`src/rtl/viterbi_ber_monitor_if.sv`:
```
// ---------------------------------------------------------------------------
// viterbi_ber_monitor_if
//
// Bundles the control, encoder-side and decoder-side signals of the
// Viterbi BER monitor so the block and its environment share one port.
//
//   master : the monitor itself (drives encoder_o, counters and status)
//   slave  : the surrounding environment (drives start, config, decoder)
//
// Signals
//   start_i / mode_i / ext_data_i / num_bits_i / skip_i : run control
//   encoder_o / enable_encoder_o                         : bit to the encoder
//   decoder_i / dec_valid_i                              : decoded bit stream
//   good_o / bad_o                                       : compare counters
//   busy_o / done_o / full_o / unf_o                     : status
// ---------------------------------------------------------------------------
interface viterbi_ber_monitor_if #(
  parameter int CNT_W  = 32,
  parameter int SKIP_W = 8
) ();

  logic              start_i;
  logic              mode_i;
  logic              ext_data_i;
  logic [CNT_W-1:0]  num_bits_i;
  logic [SKIP_W-1:0] skip_i;

  logic              encoder_o;
  logic              enable_encoder_o;

  logic              decoder_i;
  logic              dec_valid_i;

  logic [CNT_W-1:0]  good_o;
  logic [CNT_W-1:0]  bad_o;
  logic              busy_o;
  logic              done_o;
  logic              full_o;
  logic              unf_o;

  modport master (
    input  start_i, mode_i, ext_data_i, num_bits_i, skip_i,
    input  decoder_i, dec_valid_i,
    output encoder_o, enable_encoder_o,
    output good_o, bad_o, busy_o, done_o, full_o, unf_o
  );

  modport slave (
    output start_i, mode_i, ext_data_i, num_bits_i, skip_i,
    output decoder_i, dec_valid_i,
    input  encoder_o, enable_encoder_o,
    input  good_o, bad_o, busy_o, done_o, full_o, unf_o
  );

endinterface

```
`src/rtl/viterbi_ber_monitor.sv`:
```
// ---------------------------------------------------------------------------
// viterbi_ber_monitor
//
// Stimulus source and scoreboard for the Viterbi transmit/receive path.
// Sends num_bits bits (internal PRBS7 or an external stream) to the
// convolutional encoder, remembers every bit sent in a circular history,
// and compares each decoded bit, in order, against that history.
//
// Parameters
//   DEPTH  : history depth in bits (power of 2, >= 4)
//   CNT_W  : width of num_bits and of the good/bad counters
//   SKIP_W : width of the skip count
//
// Ports
//   clk    : rising-edge clock
//   rst_n  : asynchronous active-low reset
//   bus    : viterbi_ber_monitor_if.master
//     start_i, mode_i, ext_data_i, num_bits_i, skip_i : run control
//     encoder_o, enable_encoder_o                       : encoder side
//     decoder_i, dec_valid_i                            : decoder side
//     good_o, bad_o, busy_o, done_o, full_o, unf_o      : results/status
// ---------------------------------------------------------------------------
module viterbi_ber_monitor #(
  parameter int DEPTH  = 2048,
  parameter int CNT_W  = 32,
  parameter int SKIP_W = 8
) (
  input  logic                  clk,
  input  logic                  rst_n,
  viterbi_ber_monitor_if.master bus
);

  localparam int AW = $clog2(DEPTH);

  localparam logic [CNT_W-1:0]  CNT_ONE  = {{(CNT_W-1){1'b0}}, 1'b1};
  localparam logic [SKIP_W-1:0] SKIP_ONE = {{(SKIP_W-1){1'b0}}, 1'b1};
  localparam logic [AW:0]       PTR_ONE  = {{AW{1'b0}}, 1'b1};
  localparam logic [AW:0]       OCC_FULL = {1'b1, {AW{1'b0}}};
  localparam logic [AW:0]       OCC_ZERO = '0;
  localparam logic [6:0]        LFSR_SEED = 7'h7F;

  typedef enum logic [1:0] {
    IDLE = 2'd0,
    SKIP = 2'd1,
    RUN  = 2'd2,
    DONE = 2'd3
  } state_t;

  // Counter increment that sticks at all-ones instead of wrapping.
  function automatic logic [CNT_W-1:0] sat_inc(input logic [CNT_W-1:0] v);
    return (&v) ? v : v + CNT_ONE;
  endfunction

  // PRBS7, x^7 + x^6 + 1: output is l[6], feedback enters at l[0].
  function automatic logic [6:0] lfsr_next(input logic [6:0] l);
    return {l[5:0], l[6] ^ l[5]};
  endfunction

  state_t             state_q, state_d;
  logic               mode_q;
  logic [CNT_W-1:0]   num_bits_q;
  logic [CNT_W-1:0]   tx_sent_q;
  logic [CNT_W-1:0]   rx_cnt_q;
  logic [CNT_W-1:0]   good_q;
  logic [CNT_W-1:0]   bad_q;
  logic [SKIP_W-1:0]  skip_cnt_q;
  logic [6:0]         lfsr_q;
  logic [AW:0]        wr_cnt_q;
  logic [AW:0]        rd_cnt_q;
  logic               unf_q;
  logic               hist [DEPTH];

  logic [AW:0]        occ;
  logic               full;
  logic               empty;
  logic               busy;
  logic               enc_bit;
  logic               hist_bit;
  logic               start_ok;
  logic               tx_en;
  logic               rd_en;
  logic               skip_dec;
  logic               unf_set;

  // Extra MSB on the pointers distinguishes full (diff = DEPTH) from empty.
  assign occ      = wr_cnt_q - rd_cnt_q;
  assign full     = (occ == OCC_FULL);
  assign empty    = (occ == OCC_ZERO);
  assign busy     = (state_q == SKIP) || (state_q == RUN);
  assign enc_bit  = mode_q ? bus.ext_data_i : lfsr_q[6];
  assign hist_bit = hist[rd_cnt_q[AW-1:0]];

  always_comb begin
    state_d  = state_q;
    start_ok = 1'b0;
    rd_en    = 1'b0;
    skip_dec = 1'b0;
    unf_set  = 1'b0;
    tx_en    = busy && (tx_sent_q < num_bits_q) && !full;

    case (state_q)
      IDLE, DONE: begin
        if (bus.start_i) begin
          start_ok = 1'b1;
          if (bus.num_bits_i == '0) begin
            state_d = DONE;
          end else if (bus.skip_i != '0) begin
            state_d = SKIP;
          end else begin
            state_d = RUN;
          end
        end
      end
      SKIP: begin
        if (bus.dec_valid_i) begin
          skip_dec = 1'b1;
          if (skip_cnt_q == SKIP_ONE) begin
            state_d = RUN;
          end
        end
      end
      RUN: begin
        if (bus.dec_valid_i) begin
          if (empty) begin
            unf_set = 1'b1;
          end else begin
            rd_en = 1'b1;
            // Leave RUN on the same edge that records the final compare.
            if (rx_cnt_q == num_bits_q - CNT_ONE) begin
              state_d = DONE;
            end
          end
        end
      end
      default: state_d = IDLE;
    endcase
  end

  always_ff @(posedge clk or negedge rst_n) begin
    if (!rst_n) begin
      state_q <= IDLE;
    end else begin
      state_q <= state_d;
    end
  end

  always_ff @(posedge clk or negedge rst_n) begin
    if (!rst_n) begin
      mode_q     <= 1'b0;
      num_bits_q <= '0;
      skip_cnt_q <= '0;
      lfsr_q     <= LFSR_SEED;
      wr_cnt_q   <= '0;
      rd_cnt_q   <= '0;
      tx_sent_q  <= '0;
      rx_cnt_q   <= '0;
      good_q     <= '0;
      bad_q      <= '0;
      unf_q      <= 1'b0;
    end else if (start_ok) begin
      mode_q     <= bus.mode_i;
      num_bits_q <= bus.num_bits_i;
      skip_cnt_q <= bus.skip_i;
      lfsr_q     <= LFSR_SEED;
      wr_cnt_q   <= '0;
      rd_cnt_q   <= '0;
      tx_sent_q  <= '0;
      rx_cnt_q   <= '0;
      good_q     <= '0;
      bad_q      <= '0;
      unf_q      <= 1'b0;
    end else begin
      // Transmit side
      if (tx_en) begin
        wr_cnt_q  <= wr_cnt_q + PTR_ONE;
        tx_sent_q <= tx_sent_q + CNT_ONE;
        if (!mode_q) begin
          lfsr_q <= lfsr_next(lfsr_q);
        end
      end
      // Receive side
      if (skip_dec) begin
        skip_cnt_q <= skip_cnt_q - SKIP_ONE;
      end
      if (rd_en) begin
        rd_cnt_q <= rd_cnt_q + PTR_ONE;
        rx_cnt_q <= rx_cnt_q + CNT_ONE;
        if (bus.decoder_i == hist_bit) begin
          good_q <= sat_inc(good_q);
        end else begin
          bad_q <= sat_inc(bad_q);
        end
      end
      if (unf_set) begin
        unf_q <= 1'b1;
      end
    end
  end

  // History storage carries no reset; the pointers define what is valid.
  always_ff @(posedge clk) begin
    if (tx_en) begin
      hist[wr_cnt_q[AW-1:0]] <= enc_bit;
    end
  end

  assign bus.encoder_o        = enc_bit;
  assign bus.enable_encoder_o = tx_en;
  assign bus.good_o           = good_q;
  assign bus.bad_o            = bad_q;
  assign bus.busy_o           = busy;
  assign bus.done_o           = (state_q == DONE);
  assign bus.full_o           = full;
  assign bus.unf_o            = unf_q;

endmodule

```
`src/flat_wrapper.sv`:
```
// flat-port wrapper written by rule: the top's interface ports become plain ports
module viterbi_ber_monitor_flat 
#(
  parameter int DEPTH  = 2048,
  parameter int CNT_W  = 32,
  parameter int SKIP_W = 8
)
  (clk, rst_n, bus_start_i, bus_mode_i, bus_ext_data_i, bus_num_bits_i, bus_skip_i, bus_decoder_i, bus_dec_valid_i, bus_encoder_o, bus_enable_encoder_o, bus_good_o, bus_bad_o, bus_busy_o, bus_done_o, bus_full_o, bus_unf_o);
  viterbi_ber_monitor_if #(.CNT_W(CNT_W), .SKIP_W(SKIP_W)) bus_i ();
  input  logic clk;
  input  logic rst_n;
  input wire logic [$bits(bus_i.start_i)-1:0] bus_start_i;
  input wire logic [$bits(bus_i.mode_i)-1:0] bus_mode_i;
  input wire logic [$bits(bus_i.ext_data_i)-1:0] bus_ext_data_i;
  input wire logic [$bits(bus_i.num_bits_i)-1:0] bus_num_bits_i;
  input wire logic [$bits(bus_i.skip_i)-1:0] bus_skip_i;
  input wire logic [$bits(bus_i.decoder_i)-1:0] bus_decoder_i;
  input wire logic [$bits(bus_i.dec_valid_i)-1:0] bus_dec_valid_i;
  output wire logic [$bits(bus_i.encoder_o)-1:0] bus_encoder_o;
  output wire logic [$bits(bus_i.enable_encoder_o)-1:0] bus_enable_encoder_o;
  output wire logic [$bits(bus_i.good_o)-1:0] bus_good_o;
  output wire logic [$bits(bus_i.bad_o)-1:0] bus_bad_o;
  output wire logic [$bits(bus_i.busy_o)-1:0] bus_busy_o;
  output wire logic [$bits(bus_i.done_o)-1:0] bus_done_o;
  output wire logic [$bits(bus_i.full_o)-1:0] bus_full_o;
  output wire logic [$bits(bus_i.unf_o)-1:0] bus_unf_o;
  assign bus_i.start_i = bus_start_i;
  assign bus_i.mode_i = bus_mode_i;
  assign bus_i.ext_data_i = bus_ext_data_i;
  assign bus_i.num_bits_i = bus_num_bits_i;
  assign bus_i.skip_i = bus_skip_i;
  assign bus_i.decoder_i = bus_decoder_i;
  assign bus_i.dec_valid_i = bus_dec_valid_i;
  assign bus_encoder_o = bus_i.encoder_o;
  assign bus_enable_encoder_o = bus_i.enable_encoder_o;
  assign bus_good_o = bus_i.good_o;
  assign bus_bad_o = bus_i.bad_o;
  assign bus_busy_o = bus_i.busy_o;
  assign bus_done_o = bus_i.done_o;
  assign bus_full_o = bus_i.full_o;
  assign bus_unf_o = bus_i.unf_o;
  viterbi_ber_monitor #(.DEPTH(DEPTH), .CNT_W(CNT_W), .SKIP_W(SKIP_W)) u_core (.clk(clk), .rst_n(rst_n), .bus(bus_i));
endmodule
```
`config.mk`:
```
export PLATFORM = sky130hd
export DESIGN_NAME = viterbi_ber_monitor_flat
export DESIGN_NICKNAME = d
export VERILOG_FILES = /design/src/rtl/viterbi_ber_monitor_if.sv /design/src/rtl/viterbi_ber_monitor.sv /design/src/flat_wrapper.sv
export SDC_FILE = /design/constraint.sdc
export NUM_CORES = 2
export LEC_CHECK = 0
export BUFFER_PORTS_ARGS = -buffer_cell sky130_fd_sc_hd__clkbuf_2
export CAP_MARGIN = 20
export CELL_PAD_IN_SITES_DETAIL_PLACEMENT = 1
export CELL_PAD_IN_SITES_GLOBAL_PLACEMENT = 1
export CORE_UTILIZATION = 49
export DETAILED_ROUTE_END_ITERATION = 10
export PLACE_DENSITY_LB_ADDON = 0.1
export SETUP_SLACK_MARGIN = 0.1
export SKIP_CTS_REPAIR_TIMING = 1
export SLEW_MARGIN = 20
export SYNTH_ARGS = -nofsm -noshare
export SYNTH_HDL_FRONTEND = slang
export SYNTH_SLANG_ARGS = --single-unit
export TNS_END_PERCENT = 30
```
`constraint.sdc`:
```
create_clock -name clk -period 28 [get_ports clk]
set_input_delay 1.4 -clock clk [delete_from_list [all_inputs] [get_ports clk]]
set_output_delay 1.4 -clock clk [all_outputs]
set_load 0.005 [all_outputs]
```
# Word-level counts from Yosys, hierarchy flattened
# Memory sizes are Yosys's and may differ from the RTL's.
# Index checks and enable logic that the tools add are counted.
[totals]
memories = 1
output_inout_bits = 70
input_bits = 47
regBits = 203
word_cells = 106
mem_bits_rw = 2048
[op_classes]
order_cmp = 1
n_eq_ne = 17
mux = 45
bitwise_logic = 1
n_addsub = 9
n_reduce_logical = 20
[mem_list]
columns = ["memory", "words", "word_bits", "read_ports", "rd_ports_with_merged_regs", "wr", "line_no", "source"]
rows = [
  ["u_core.hist", 2048, 1, 1, 0, 1, "viterbi_ber_monitor.sv:71", "logic hist [DEPTH];"],
]
[op_table]
columns = ["cell", "count"]
rows = [
  ["32-bit two-way mux", 12],
  ["32-bit by 1-bit adder with 32-bit output (second input constant)", 4],
  ["32-bit AND reduction", 2],
  ["12-bit two-way mux", 4],
  ["32-bit equality test", 1],
  ["32-bit zero test", 1],
  ["32-bit < comparator", 1],
  ["32-bit by 1-bit subtractor with 32-bit output (second input constant)", 1],
  ["12-bit by 1-bit adder with 12-bit output (second input constant)", 2],
  ["7-bit two-way mux", 3],
  ["2-bit two-way mux", 8],
  ["8-bit two-way mux", 2],
  ["1-bit two-way mux", 15],
  ["2-bit inequality test (second input constant)", 7],
  ["12-bit equality test (second input constant)", 1],
  ["12-bit zero test", 1],
  ["12-bit subtractor", 1],
  ["2-bit nonzero test", 5],
  ["8-bit by 1-bit equality test with 1-bit output (second input constant)", 1],
  ["8-bit nonzero test", 1],
  ["8-bit by 1-bit subtractor with 8-bit output (second input constant)", 1],
  ["2-bit by 1-bit inequality test with 1-bit output (second input constant)", 3],
  ["2-bit one-hot mux with 3 select lines", 1],
  ["3-bit AND reduction", 2],
  ["11 further kinds", 13],
]

# Longest topological paths before layout
[logic_depth]
word_depth = 7
depth_mapped = 20

# Worst setup path after synthesis
# OpenSTA, ideal clock, no wires.
[synth_path]
path_type = "input port to flip-flop"
startpoint = "input bus_ext_data_i"
endpoint = "memory u_core.hist[0] (data pin)"
path_slack_ns = 9.703
path_buffers = 0
arrival_ns = 15.248
required_time_ns = 24.951
stages = 1
cell_sequence = "mux2_2"
[synth_via]
elab_chain_len = 1
[synth_lines]
columns = ["item", "line_no", "source"]
rows = [
  ["start, declared", "flat_wrapper.sv:14", "input wire logic [$bits(bus_i.ext_data_i)-1:0] bus_ext_data_i;"],
  ["1-bit two-way mux", "viterbi_ber_monitor.sv:90", "assign enc_bit = mode_q ? bus.ext_data_i : lfsr_q[6];"],
  ["end, declared", "viterbi_ber_monitor.sv:71", ""],
]
# Every way passes these cells.

# Worst setup path after layout
[layout_path]
startpoint = "register u_core.rd_cnt_q[0]"
endpoint = "register u_core.good_q[30], in the netlist u_core.bus.good_o[30]"
[layout_via]
elab_chain_len = 7
[layout_lines]
columns = ["item", "line_no", "source"]
rows = [
  ["start, declared", "viterbi_ber_monitor.sv:69", "logic [AW:0] rd_cnt_q;"],
  ["start signal, assigned", "viterbi_ber_monitor.sv:186", "rd_cnt_q <= rd_cnt_q + PTR_ONE;"],
  ["parallel branches: the longest is 6 deep, another holds memory 2048 x 1 bit", "-", ""],
  ["3-bit AND reduction (no source line) *", "-", ""],
  ["end signal, assigned", "viterbi_ber_monitor.sv:189", "good_q <= sat_inc(good_q);"],
  ["end, declared", "viterbi_ber_monitor.sv:64", "logic [CNT_W-1:0] good_q;"],
]
# Mark *: on every way between the ends.
# A chain may end at the register's enable or synchronous reset.

==> impl_metrics.env <==
export IMPL_die_w_microns=456.2
export IMPL_yosysUniqueCellTypes=83
export IMPL_hold_viol=0
export IMPL_coreArea_sq_um=204800
export IMPL_clock_latency_ps=910
export IMPL_hold_path_class="in -> async"
export IMPL_fin_skew_ps=31.33
export IMPL_seq_area_frac_synth=0.6588
export IMPL_vdd_drop_max_uv=136.4
export IMPL_fin_ws_ps=20520
export IMPL_leakagePower_nw=34.04
export IMPL_tightest_slew_ps=1274
export IMPL_crit_family="buffers and inverters"
export IMPL_synth_avg_cell_area_sq_um=13.56
export IMPL_wirelength_microns=329300
export IMPL_globalplace_congestion=0.8185
export IMPL_syn_num_nets=7558
export IMPL_max_cap_violations=0
export IMPL_drive_gt1_frac=0.1555
export IMPL_slowest_delay_ps=910
export IMPL_slew_violations=0
export IMPL_synthFlopType="edfxtp_1"
export IMPL_post_dp_hpwl_microns=178400
export IMPL_start_util=0.4936
export IMPL_grt_max_degree=224
export IMPL_crit_required_ps=28800
export IMPL_grt_pass1_vias=65730
export IMPL_io_buffers=116
export IMPL_yosys_area_share_simple=0.1227
export IMPL_p_per_area_nw_per_um2=84.99
export IMPL_cp_end_kind="flop"
export IMPL_synth_cells=7454
export IMPL_startpoint_type="flop"
export IMPL_swShare=0.3106
export IMPL_synth_xor_area_frac=0.007712
export IMPL_synth_compound_area_frac=0.04175
export IMPL_critical_path_cell_chain="buf_4 -> buf_4 -> buf_12 -> mux4_2 -> a22o_1 -> a221oi_1 -> o22ai_1 -> nor4_1 -> nor4_1 -> o22ai_1 -> a41oi_2 -> xor2_4 -> buf_4 -> or4_1 -> a21oi_1"
export IMPL_finalCritPeriodShare=0.2670
export IMPL_synthesis_area_sq_um=101100
export IMPL_arrival_ps=8280
export IMPL_slowest_stage="dfrtp_4"
export IMPL_grt_pass1_wl_microns=472600
export IMPL_syn_to_final_growth_pct=9.729
export IMPL_drt_iter0_drc=8190
export IMPL_power_switching_mw=2.928
export IMPL_path_buf_inv=4
export IMPL_cts_buffers=232
export IMPL_finalSetupViolations=0
export IMPL_fillers=19830
export IMPL_fin_setup_tns_ps=0
export IMPL_ys_seq_elements=2251
export IMPL_combPwrFrac=0.230
export IMPL_ios=117
export IMPL_clkSlewWorstSetupHoldPaths_ps=60
export IMPL_tritoncts="built"
export IMPL_clkPwrFrac=0.315
export IMPL_fin_crit_ps=7476
export IMPL_yosysWarningCount=0
export IMPL_clk_path_buf_depth=3
export IMPL_synth_mux_area_fraction=0.1271
export IMPL_synth_edf_count=2048
export IMPL_post_drt_wl_per_cell_microns=32.37
export IMPL_htreeDepth=4
export IMPL_crit_fanout=92
export IMPL_grt_setup_unrepaired="no"
export IMPL_slew_headroom=0.1440
export IMPL_status="finished clean"
export IMPL_num_rows=166
export IMPL_fmax_mhz=133.8
export IMPL_drt_pass1_iterations=8
export IMPL_nets=7387
export IMPL_antenna_found_initial=14
export IMPL_vias=65370
export IMPL_whs_ps=482.5
export IMPL_p_seq_frac=0.455
export IMPL_crit_type="reg -> reg"
export IMPL_overflow=0
export IMPL_cts_root_buf="clkbuf_16"
export IMPL_synth_fa_ha_area_frac=0.007056
export IMPL_cts_sinks=2251
export IMPL_async_flop_share=0.09018
export IMPL_grt_use_total=0.3149
export IMPL_synth_top_family_by_area="multiplexers"
export IMPL_place_ws_ps=20550
export IMPL_ant_nets=0
export IMPL_vias_per_cell=6.426
export IMPL_rrSetupSlack_ps=20520
export IMPL_drc_errors=0
export IMPL_worst_path_most_repeated_cell="buf_4"
export IMPL_dieArea_sq_um=208100
export IMPL_die_h_microns=456.2
export IMPL_p_int_mw=6.499
path summary, 6_finish.rpt:
path / start / end / cells past startpoint
worst max-delay path: u_core.rd_cnt_q[0] / u_core.bus.good_o[30] / 15
worst max register to register: u_core.rd_cnt_q[0] / u_core.bus.good_o[30] / 15
worst min-delay path: rst_n / u_core.skip_cnt_q[4] / 1
worst min register to register: u_core.bus.unf_o / u_core.bus.unf_o / 2
max in group asynchronous: rst_n / u_core.num_bits_q[29] / 2
min in group clk: u_core.bus.unf_o / u_core.bus.unf_o / 2
worst register-to-register path: stages, from the launching register on:
cell	delay, ps
dfrtp_4	910
buf_4	880
buf_4	650
buf_12	550
mux4_2	830
a22o_1	250
a221oi_1	310
o22ai_1	350
nor4_1	410
nor4_1	100
o22ai_1	270
a41oi_2	400
xor2_4	300
buf_4	360
or4_1	660
a21oi_1	150
cell usage in the layout (no fill, tap or decap), drive strengths merged, types with 65 or more instances in the layout:
| master | synthesis | final |
|---|---|---|
| clkbuf | 415 | 414 |
| mux4 | 445 | 445 |
| inv | 72 | 79 |
| nor2 | 2159 | 2159 |
| a22oi | 90 | 90 |
| clkinv | 1 | 112 |
| buf | 264 | 159 |
| a21oi | 120 | 120 |
| o21ai | 113 | 113 |
| nand2 | 294 | 294 |
| mux2i | 268 | 268 |
| edfxtp | 2048 | 2048 |
| nand3 | 142 | 142 |
| nor3 | 65 | 65 |
| dfrtp | 196 | 196 |
cells in the mapped netlist, drive strengths merged (16+ instances only):
cell	instances	area (sq um)
nor2	2159	8104
edfxtp	2048	61500
mux4	445	10020
clkbuf	415	1562
nand2	294	1104
mux2i	268	2683
buf	264	1693
dfrtp	196	4905
nand3	142	810.8
a21oi	120	600.6
o21ai	113	569.3
a22oi	90	675.7
inv	72	270.3
nor3	65	325.3
xnor2	59	516.8
ha	57	713.2
nand2b	50	312.8
nand4	46	287.8
a221oi	39	347.8
or4	36	270.3
and3	34	212.7
or3	31	193.9
xor2	30	262.8
o31ai	29	217.7
nor4	27	168.9
a21o	25	187.7
a31oi	21	131.4
a211oi	19	142.6
a22o	18	157.7
o22ai	18	112.6
and2	16	100.1
o211ai	16	120.1
per-stage QoR:
stage,power [mW],utilization,cell area (sq um),std cells
2_1_floorplan,6.284,-,101100,7454
3_3_place_gp,6.453,0.5053,103500,9728
3_5_place_dp,6.517,0.5056,103500,9729
4_1_cts,9.454,0.5403,110700,10160
5_1_grt,9.710,0.5416,110900,10170
6_report,9.427,0.5416,110900,10170
power groups by stage:
stage	Sequential, mW	Clock [mW]	Combinational [mW]
after floorplan	4.83	0	1.45
after global placement	4.35	0	2.10
after detailed placement	4.36	0	2.16
after CTS	4.29	3.00	2.16
after global routing	4.29	3.11	2.30
final	4.29	2.97	2.17
metal layers:
metal / up-vias / routed length [microns] / global-route usage
li1: 27070 / - / -
met1: 34820 / 132600 / 0.4332
met2: 2876 / 157200 / 0.5098
met3: 592 / 27390 / 0.05208
met4: 10 / 12050 / 0.1089
met5: - / 75 / 0
cells by family (layout without fill, tap and decap cells):
kind of cell             count (synthesis)  in the layout
AO/OA/AOI/OAI                          614            614
flip-flops                            2251           2251
adder cells (fa/ha/maj)                 57             57
multiplexers                           726            726
buffers and inverters                  752            778
AND/OR/NAND/NOR                       2965           2965
XOR/XNOR                                89             89
other                                    0              4
area by class of cell:
class	instances	area (sq um)	area share
sequential	2251	66600	0.6005
multi-input combinational	4451	31560	0.2845
clock buffer	299	6107	0.05506
tap	2688	3363	0.03032
timing repair buffer	274	1979	0.01785
clock inverter	132	1013	0.009138
inverter	73	280.3	0.002527
antenna	4	10.01	0.00009025
state kept, by name (all words and copies together) (netlist names):
name,cells
u_core.skip_cnt_q,8
u_core.wr_cnt_q,12
u_core.hist,2048
u_core.mode_q,1
u_core.bus.good_o,32
u_core.rd_cnt_q,12
u_core.tx_sent_q,32
u_core.lfsr_q,7
u_core.bus.bad_o,32
u_core.num_bits_q,32
u_core.rx_cnt_q,32
u_core.bus.unf_o,1
u_core.state_q,2
(Power assumes the default switching activity.)
